`config.mk`:
```
export PLATFORM = sky130hd
export DESIGN_NAME = vec_issue_sequencer
export DESIGN_NICKNAME = d
export VERILOG_FILES = /design/src/rtl/vec_issue_sequencer.sv
export SDC_FILE = /design/constraint.sdc
export NUM_CORES = 1
export LEC_CHECK = 0
export BUFFER_PORTS_ARGS = -buffer_cell sky130_fd_sc_hd__buf_4
export CORE_MARGIN = 1
export CORE_UTILIZATION = 39
export DETAILED_ROUTE_END_ITERATION = 10
export PLACE_DENSITY = 0.76
export RECOVER_POWER = 50
export SLEW_MARGIN = 5
export SYNTH_ARGS = -nofsm -noshare
export SYNTH_HDL_FRONTEND = slang
export SYNTH_SLANG_ARGS = --single-unit
export TNS_END_PERCENT = 5
```
`constraint.sdc`:
```
create_clock -name clk -period 1.8 [get_ports clk]
set_input_delay 0.27 -clock clk [delete_from_list [all_inputs] [get_ports clk]]
set_output_delay 0.27 -clock clk [all_outputs]
set_load 0.03 [all_outputs]
```
`src/rtl/vec_issue_sequencer.sv`:
```
// Purpose: sequences one OPIVV/OPIVX/OPIVI instruction into LANES-wide beats; VEC_SEQ_VMASK_EN adds v0 masking.
// Latency: first beat one cycle after accept, done one cycle after the last beat handshake.
// Backpressure: beat outputs hold while beat_valid && !beat_ready; instr_ready only when idle.
module vec_issue_sequencer #(
  parameter int LANES  = 4,
  parameter int MAX_VL = 32,
  parameter int VL_W   = $clog2(MAX_VL + 1)
) (
  input  logic              clk,
  input  logic              rst,
  input  logic              instr_valid,
  output logic              instr_ready,
  input  logic [31:0]       instruction,
  input  logic [31:0]       rs1_data,
  input  logic [VL_W-1:0]   vl,
  input  logic [MAX_VL-1:0] v0_mask,
  output logic              beat_valid,
  input  logic              beat_ready,
  output logic [VL_W-1:0]   beat_idx,
  output logic [LANES-1:0]  beat_mask,
  output logic              beat_last,
  output logic [1:0]        opnd_sel,
  output logic [31:0]       scalar_op,
  output logic [4:0]        vd,
  output logic [4:0]        vs1,
  output logic [4:0]        vs2,
  output logic [5:0]        funct6,
  output logic              done,
  output logic              err
);

  typedef enum logic [1:0] {IDLE, RUN, DONE} state_t;

  localparam logic [VL_W:0] MAXV = (VL_W + 1)'(MAX_VL);
  localparam logic [VL_W:0] STEP = (VL_W + 1)'(LANES);

  state_t          state, state_nx;
  logic [VL_W:0]   idx, vl_eff, vl_clamp, vl_ext;
  logic [2:0]      f3;
  logic            legal, accept, last_w;
  logic [1:0]      sel_nx;
  logic [31:0]     sc_nx;

`ifdef VEC_SEQ_VMASK_EN
  logic [MAX_VL-1:0] v0_q;
  logic              vm_q;
`endif

  assign f3       = instruction[14:12];
  assign legal    = (instruction[6:0] == 7'b1010111) &&
                    (f3 == 3'b000 || f3 == 3'b100 || f3 == 3'b011);
  assign vl_ext   = {1'b0, vl};
  assign vl_clamp = (vl_ext > MAXV) ? MAXV : vl_ext;
  assign accept   = instr_valid && (state == IDLE);
  assign last_w   = (idx + STEP) >= vl_eff;
  assign beat_idx = idx[VL_W-1:0];

  always_comb begin
    sel_nx = 2'b00;
    sc_nx  = 32'h0;
    if (f3 == 3'b100) begin
      sel_nx = 2'b01;
      sc_nx  = rs1_data;
    end else if (f3 == 3'b011) begin
      sel_nx = 2'b10;
      sc_nx  = {{27{instruction[19]}}, instruction[19:15]};
    end
  end

  always_comb begin
    state_nx    = state;
    instr_ready = (state == IDLE);
    beat_valid  = (state == RUN);
    beat_last   = (state == RUN) && last_w;
    done        = (state == DONE);
    case (state)
      IDLE: if (instr_valid && legal) state_nx = (vl_clamp == '0) ? DONE : RUN;
      RUN:  if (beat_ready && last_w) state_nx = DONE;
      DONE: state_nx = IDLE;
      default: state_nx = IDLE;
    endcase
  end

  // Tail mask from element position; optional v0 gating uses the accept-time snapshot.
  always_comb begin
    beat_mask = '0;
    for (int i = 0; i < LANES; i++) begin
      logic [VL_W:0]     pos;
      logic [MAX_VL-1:0] sh;
      pos = idx + (VL_W + 1)'(i);
      sh  = '0;
      beat_mask[i] = (state == RUN) && (pos < vl_eff);
`ifdef VEC_SEQ_VMASK_EN
      sh = v0_q >> pos;
      if (!vm_q) beat_mask[i] = beat_mask[i] && sh[0];
`endif
    end
  end

  always_ff @(posedge clk) begin
    if (rst) begin
      state     <= IDLE;
      idx       <= '0;
      vl_eff    <= '0;
      err       <= 1'b0;
      opnd_sel  <= 2'b00;
      scalar_op <= 32'h0;
      vd        <= 5'h0;
      vs1       <= 5'h0;
      vs2       <= 5'h0;
      funct6    <= 6'h0;
`ifdef VEC_SEQ_VMASK_EN
      v0_q      <= '0;
      vm_q      <= 1'b1;
`endif
    end else begin
      state <= state_nx;
      err   <= 1'b0;
      if (accept) begin
        err       <= !legal;
        idx       <= '0;
        vl_eff    <= vl_clamp;
        opnd_sel  <= sel_nx;
        scalar_op <= sc_nx;
        vd        <= instruction[11:7];
        vs1       <= instruction[19:15];
        vs2       <= instruction[24:20];
        funct6    <= instruction[31:26];
`ifdef VEC_SEQ_VMASK_EN
        v0_q      <= v0_mask;
        vm_q      <= instruction[25];
`endif
      end else if (state == RUN && beat_ready && !last_w) begin
        idx <= idx + STEP;
      end
    end
  end

endmodule

```
# --- Word level (Yosys, flattened, before mapping) ---
# Cells that the tools add are included.
word_totals:
  regBits: 72
  input_bits: 106
  output_inout_bits: 70
  wordCells: 58
classes:
  n_addsub: 4
  magnitude_cmp: 6
  eq_ne: 7
  muxes: 9
  n_bitwise: 1
  n_reduce_logical: 21
op_table:
  columns: ["op", "n"]
  rows:
  - ["$mux W32", 2]
  - ["$lt A7 B7 Y1", 4]
  - ["$add A7 B2 Y7 const B", 2]
  - ["$logic_and A1 B1 Y1", 11]
  - ["$mux W2", 5]
  - ["$add A7 B1 Y7 const B", 1]
  - ["$add A7 B3 Y7 const B", 1]
  - ["$eq A7 B7 Y1 const B", 1]
  - ["$ge A7 B7 Y1", 1]
  - ["$logic_not A7 Y1", 1]
  - ["$gt A6 B6 Y1 const B", 1]
  - ["$mux W6", 1]
  - ["$ne A2 B1 Y1 const B", 2]
  - ["$pmux W2 S2", 1]
  - ["$reduce_or A2 Y1", 2]
  - ["$eq A3 B2 Y1 const B", 1]
  - ["$eq A3 B3 Y1 const B", 1]
  - ["$logic_not A3 Y1", 1]
  - ["$eq A2 B1 Y1 const B", 1]
  - ["$eq A2 B2 Y1 const B", 1]
  - ["$logic_not A1 Y1", 2]
  - ["$logic_not A2 Y1", 1]
  - ["$logic_or A1 B1 Y1", 2]
  - ["$reduce_and A2 Y1", 1]
  - ["$not A1 Y1", 1]

# --- Depth between registers and ports, before layout ---
depth:
  word_depth: 7
  depth_mapped: 7
  mapped_depth_nobuf: 7

# --- Worst setup path before layout ---
# Ideal clock, no wire load.
synth_path:
  path_type: "register to output"
  from: "register idx[2]"
  to: "output beat_last"
  t_arrival_ps: 1857
  required_ps: 1530
  path_slack_ps: -327
  path_stages_with_launch: 8
  n_path_buf: 0
  path_cell_list: "dfxtp_1 > ha_1 > xor2_1 > ha_1 > nand2_1 > a21oi_1 > nor3_1 > nor2_1"
synth_between:
  elab_chain_len: 3
synth_lines:
  columns: ["element", "line_no", "rtl"]
  rows:
  - ["start: declaration", "38", "logic [VL_W:0] idx, vl_eff, vl_clamp, vl_ext;"]
  - ["start signal: assignment", "134", "idx <= idx + STEP;"]
  - ["$add A7 B3 Y7", "55", "assign last_w = (idx + STEP) >= vl_eff;"]
  - ["$ge A7 B7 Y1", "55", null]
  - ["$logic_and A1 B1 Y1", "74", "beat_last = (state == RUN) && last_w;"]
  - ["end: declaration", "21", "output logic beat_last,"]
# No other way between the ends.

# --- Final worst setup path ---
layout_path:
  from: "register idx[3]"
  to: "output beat_last"
# The elaborated chain is that of the path after synthesis.

==> reports/qor.yml <==
worst_hold_path:
  holdPathEnd: "scalar_op[2]"
  hp-start: "rs1_data[2]"
  hold_depth: 3
  hold_class: "in -> reg"
cells_and_area:
  fillers: 719
  antennaDiodeCount: 0
  final_cell_mix: "buf_4, dfxtp_1, nand2_1"
  drive_above_1_share_pct: 33.3
  area_growth_pct: 45.5
  nets: 577
  mostFrequentLayoutCell: "buf_4"
power:
  worst_ir_drop_vdd_mv: 0.670
  power_mw: 3.35
  power_density_mw_per_mm2: 780
  p_leak_nw: 1.80
synth:
  yosys_warnings: 0
  synth_edf_count: 0
  synthArstFlopShare_pct: 0
  synthCells: 310
  synthFlopType: "dfxtp_1"
  ys_ff_latch: 69
  netlist_area_mm2: 0.00296
  syn_avg_cell_area_um2: 9.53
  synthDistinctLibCells: 49
  ys_seq_area_share_pct: 46.7
worst_setup_path:
  worstRegToRegCells: 8
  cp.arrival_ps: 1860
  worst-setup-path-type: "reg -> out"
  cp-start-kind: "flop"
  ff2ff_setup_slack_ps: -190
  r2r-end: "state[0]"
  path_max_fanout: 4
  critPathCaptureType: "output pin"
  required_ps: 1530
  r2r_start: "idx[3]"
clock_tree:
  clk_pin_slew_ps: 80
  cts_tree: "built"
  clk_path_buf_depth: 2
  clk_latency_ps: 330
  clock-root-buffer: "clkbuf_8"
  cts_sinks: 69
  numCtsBuffers: 9
  cts_hold_buf: 0
  cts_max_level: 3
timing:
  setup_viol: 8
  finClkSkew_ps: 6.81
  max_freq_mhz: 469
  setup_ws_ps: -332
  rsz0062_at_grt: "yes"
  finalHoldViolCount: 0
  slew-limit-headroom_pct: 62.9
  worst_slew_pin_slew_ps: 556
  slew_viol_final: 0
  fin_crit_sh_pct: 118
  fin_crit_ps: 2130
  whs_ps: 154
placement:
  gp_congestion: 0.790
  dp_hpwl_um: 5770
  io_buffers: 140
  place_ws_ps: -120
detailed_routing:
  drtIter0Drc: 104
  drcViolationCount: 0
  vias_per_cell: 5.00
  antenna_left: 0
  first_pass_iters: 4
  routedWlPerCell_um: 14.1
  dr_total_vias: 2824
  wl_um: 7980
global_routing:
  grt_max_degree: 34
  antenna_found_initial: 0
  grt_pass1_vias: 2651
  grt_pass1_wl_um: 12300
  grt.total_usage_pct: 20.0
  overflow: 0
floorplanning:
  die_h_um: 89.1
  dieWidth_um: 89.1
  die_area_mm2: 0.00793
  rows: 31
  start_util_pct: 40.5
  core-area_mm2: 0.00729
  ioPinCount: 176
outcome:
  outcome: "finished, violations left"
  violations: "setup timing"
run:
  cap_viol_max_count: 0
what timing repair did:
action | CTS | global route
pin swaps | 8 | 10
resized for setup | 17 | 8
setup buffers | 1 | 1
endpoints found under the setup margin | 11 | 13
through the flow:
step	instances	TNS [ps]	instance area [µm²]	utilization, %
2_1_floorplan	311	-196	3010	-
3_3_place_gp	547	-218	4190	57.4
3_5_place_dp	547	-419	4190	57.4
4_1_cts	564	-2060	4470	61.3
5_1_grt	565	-2560	4300	59.0
6_report	565	-1770	4300	59.0
Yosys cell counts, types with 2 or more instances:
library cell | instances | area [µm²]
buf_6 | 4 | 45.0
a21oi_1 | 33 | 165
o21a_1 | 2 | 15.0
buf_1 | 2 | 7.51
dfxtp_1 | 69 | 1380
a2111o_1 | 2 | 22.5
a21o_1 | 3 | 22.5
clkbuf_1 | 13 | 48.8
ha_1 | 10 | 125
nand3b_1 | 8 | 60.1
nand3_1 | 2 | 10.0
buf_4 | 6 | 45.0
a211oi_1 | 2 | 15.0
nand2_1 | 64 | 240
nand4b_1 | 2 | 17.5
mux2i_1 | 2 | 20.0
nor2_1 | 9 | 33.8
a221o_1 | 28 | 280
a22oi_1 | 4 | 30.0
inv_1 | 8 | 30.0
a211o_1 | 2 | 17.5
or3_1 | 2 | 12.5
buf_12 | 3 | 60.1
o31ai_1 | 2 | 15.0
nor3_1 | 4 | 20.0
logic make-up (layout without fill, tap and decap cells):
kind of cell / count (synthesis) / count (layout) / share of synthesized area [%]
AO/OA/AOI/OAI: 84 / 84 / 21.3
AND/OR/NAND/NOR: 106 / 106 / 18.3
adder cells (fa/ha/maj): 10 / 10 / 4.23
buffers and inverters: 36 / 191 / 8.00
XOR/XNOR: 2 / 2 / 0.593
flip-flops: 69 / 69 / 46.7
other: 1 / 2 / 0.127
multiplexers: 2 / 2 / 0.677
cell type report:
| cell class | instances | area, µm² | share of cell area [%] |
|---|---|---|---|
| multi-input cells | 206 | 1500 | 34.8 |
| flip-flops and latches | 69 | 1390 | 32.4 |
| repair buffers | 167 | 1050 | 24.5 |
| clock buffers | 11 | 141 | 3.29 |
| well taps | 99 | 124 | 2.88 |
| clock inverters | 5 | 58.8 | 1.37 |
| inverters | 8 | 30.0 | 0.698 |
registers in the layout (all words and copies together) (netlist names):
name,count
vd,5
vs2,5
funct6,6
idx,5
vl_eff,6
err,1
state,2
scalar_op,32
vs1,5
opnd_sel,2
critical path, stage by stage, from the launching register on:
cell and delay [ps]:
dfxtp_4 370, ha_4 250, ha_4 290, nand4bb_4 130, a21oi_4 210, nor3_4 60
nor2_4 90, buf_6 130
worst max-delay path by stage:
| stage | from | end | slack, ps | cells after the start |
|---|---|---|---|---|
| floorplan | state[0] | beat_mask[1] | -50 | 4 |
| global placement | idx[2] | beat_last | -90 | 8 |
| detailed placement | idx[2] | idx[4] | -120 | 6 |
| CTS | idx[2] | beat_last | -360 | 8 |
| global route | idx[3] | beat_last | -400 | 7 |
| finish | idx[3] | beat_last | -330 | 7 |
report_power, final:
part	switching, mW	internal (mW)
Clock	0.588	0.681
Sequential	0.0287	1.58
Combinational	0.272	0.207
Total	0.889	2.46
metal layers:
layer  share of wire [%]  GRT usage [%]  up-vias
li1                    -              -     1408
met1                  43           24.3     1319
met2                  50           35.0       84
met3                 5.6           5.36       13
met4                 1.6           5.19        0
met5                   0              0        -
No activity file was read; power rests on OpenSTA's default activity.
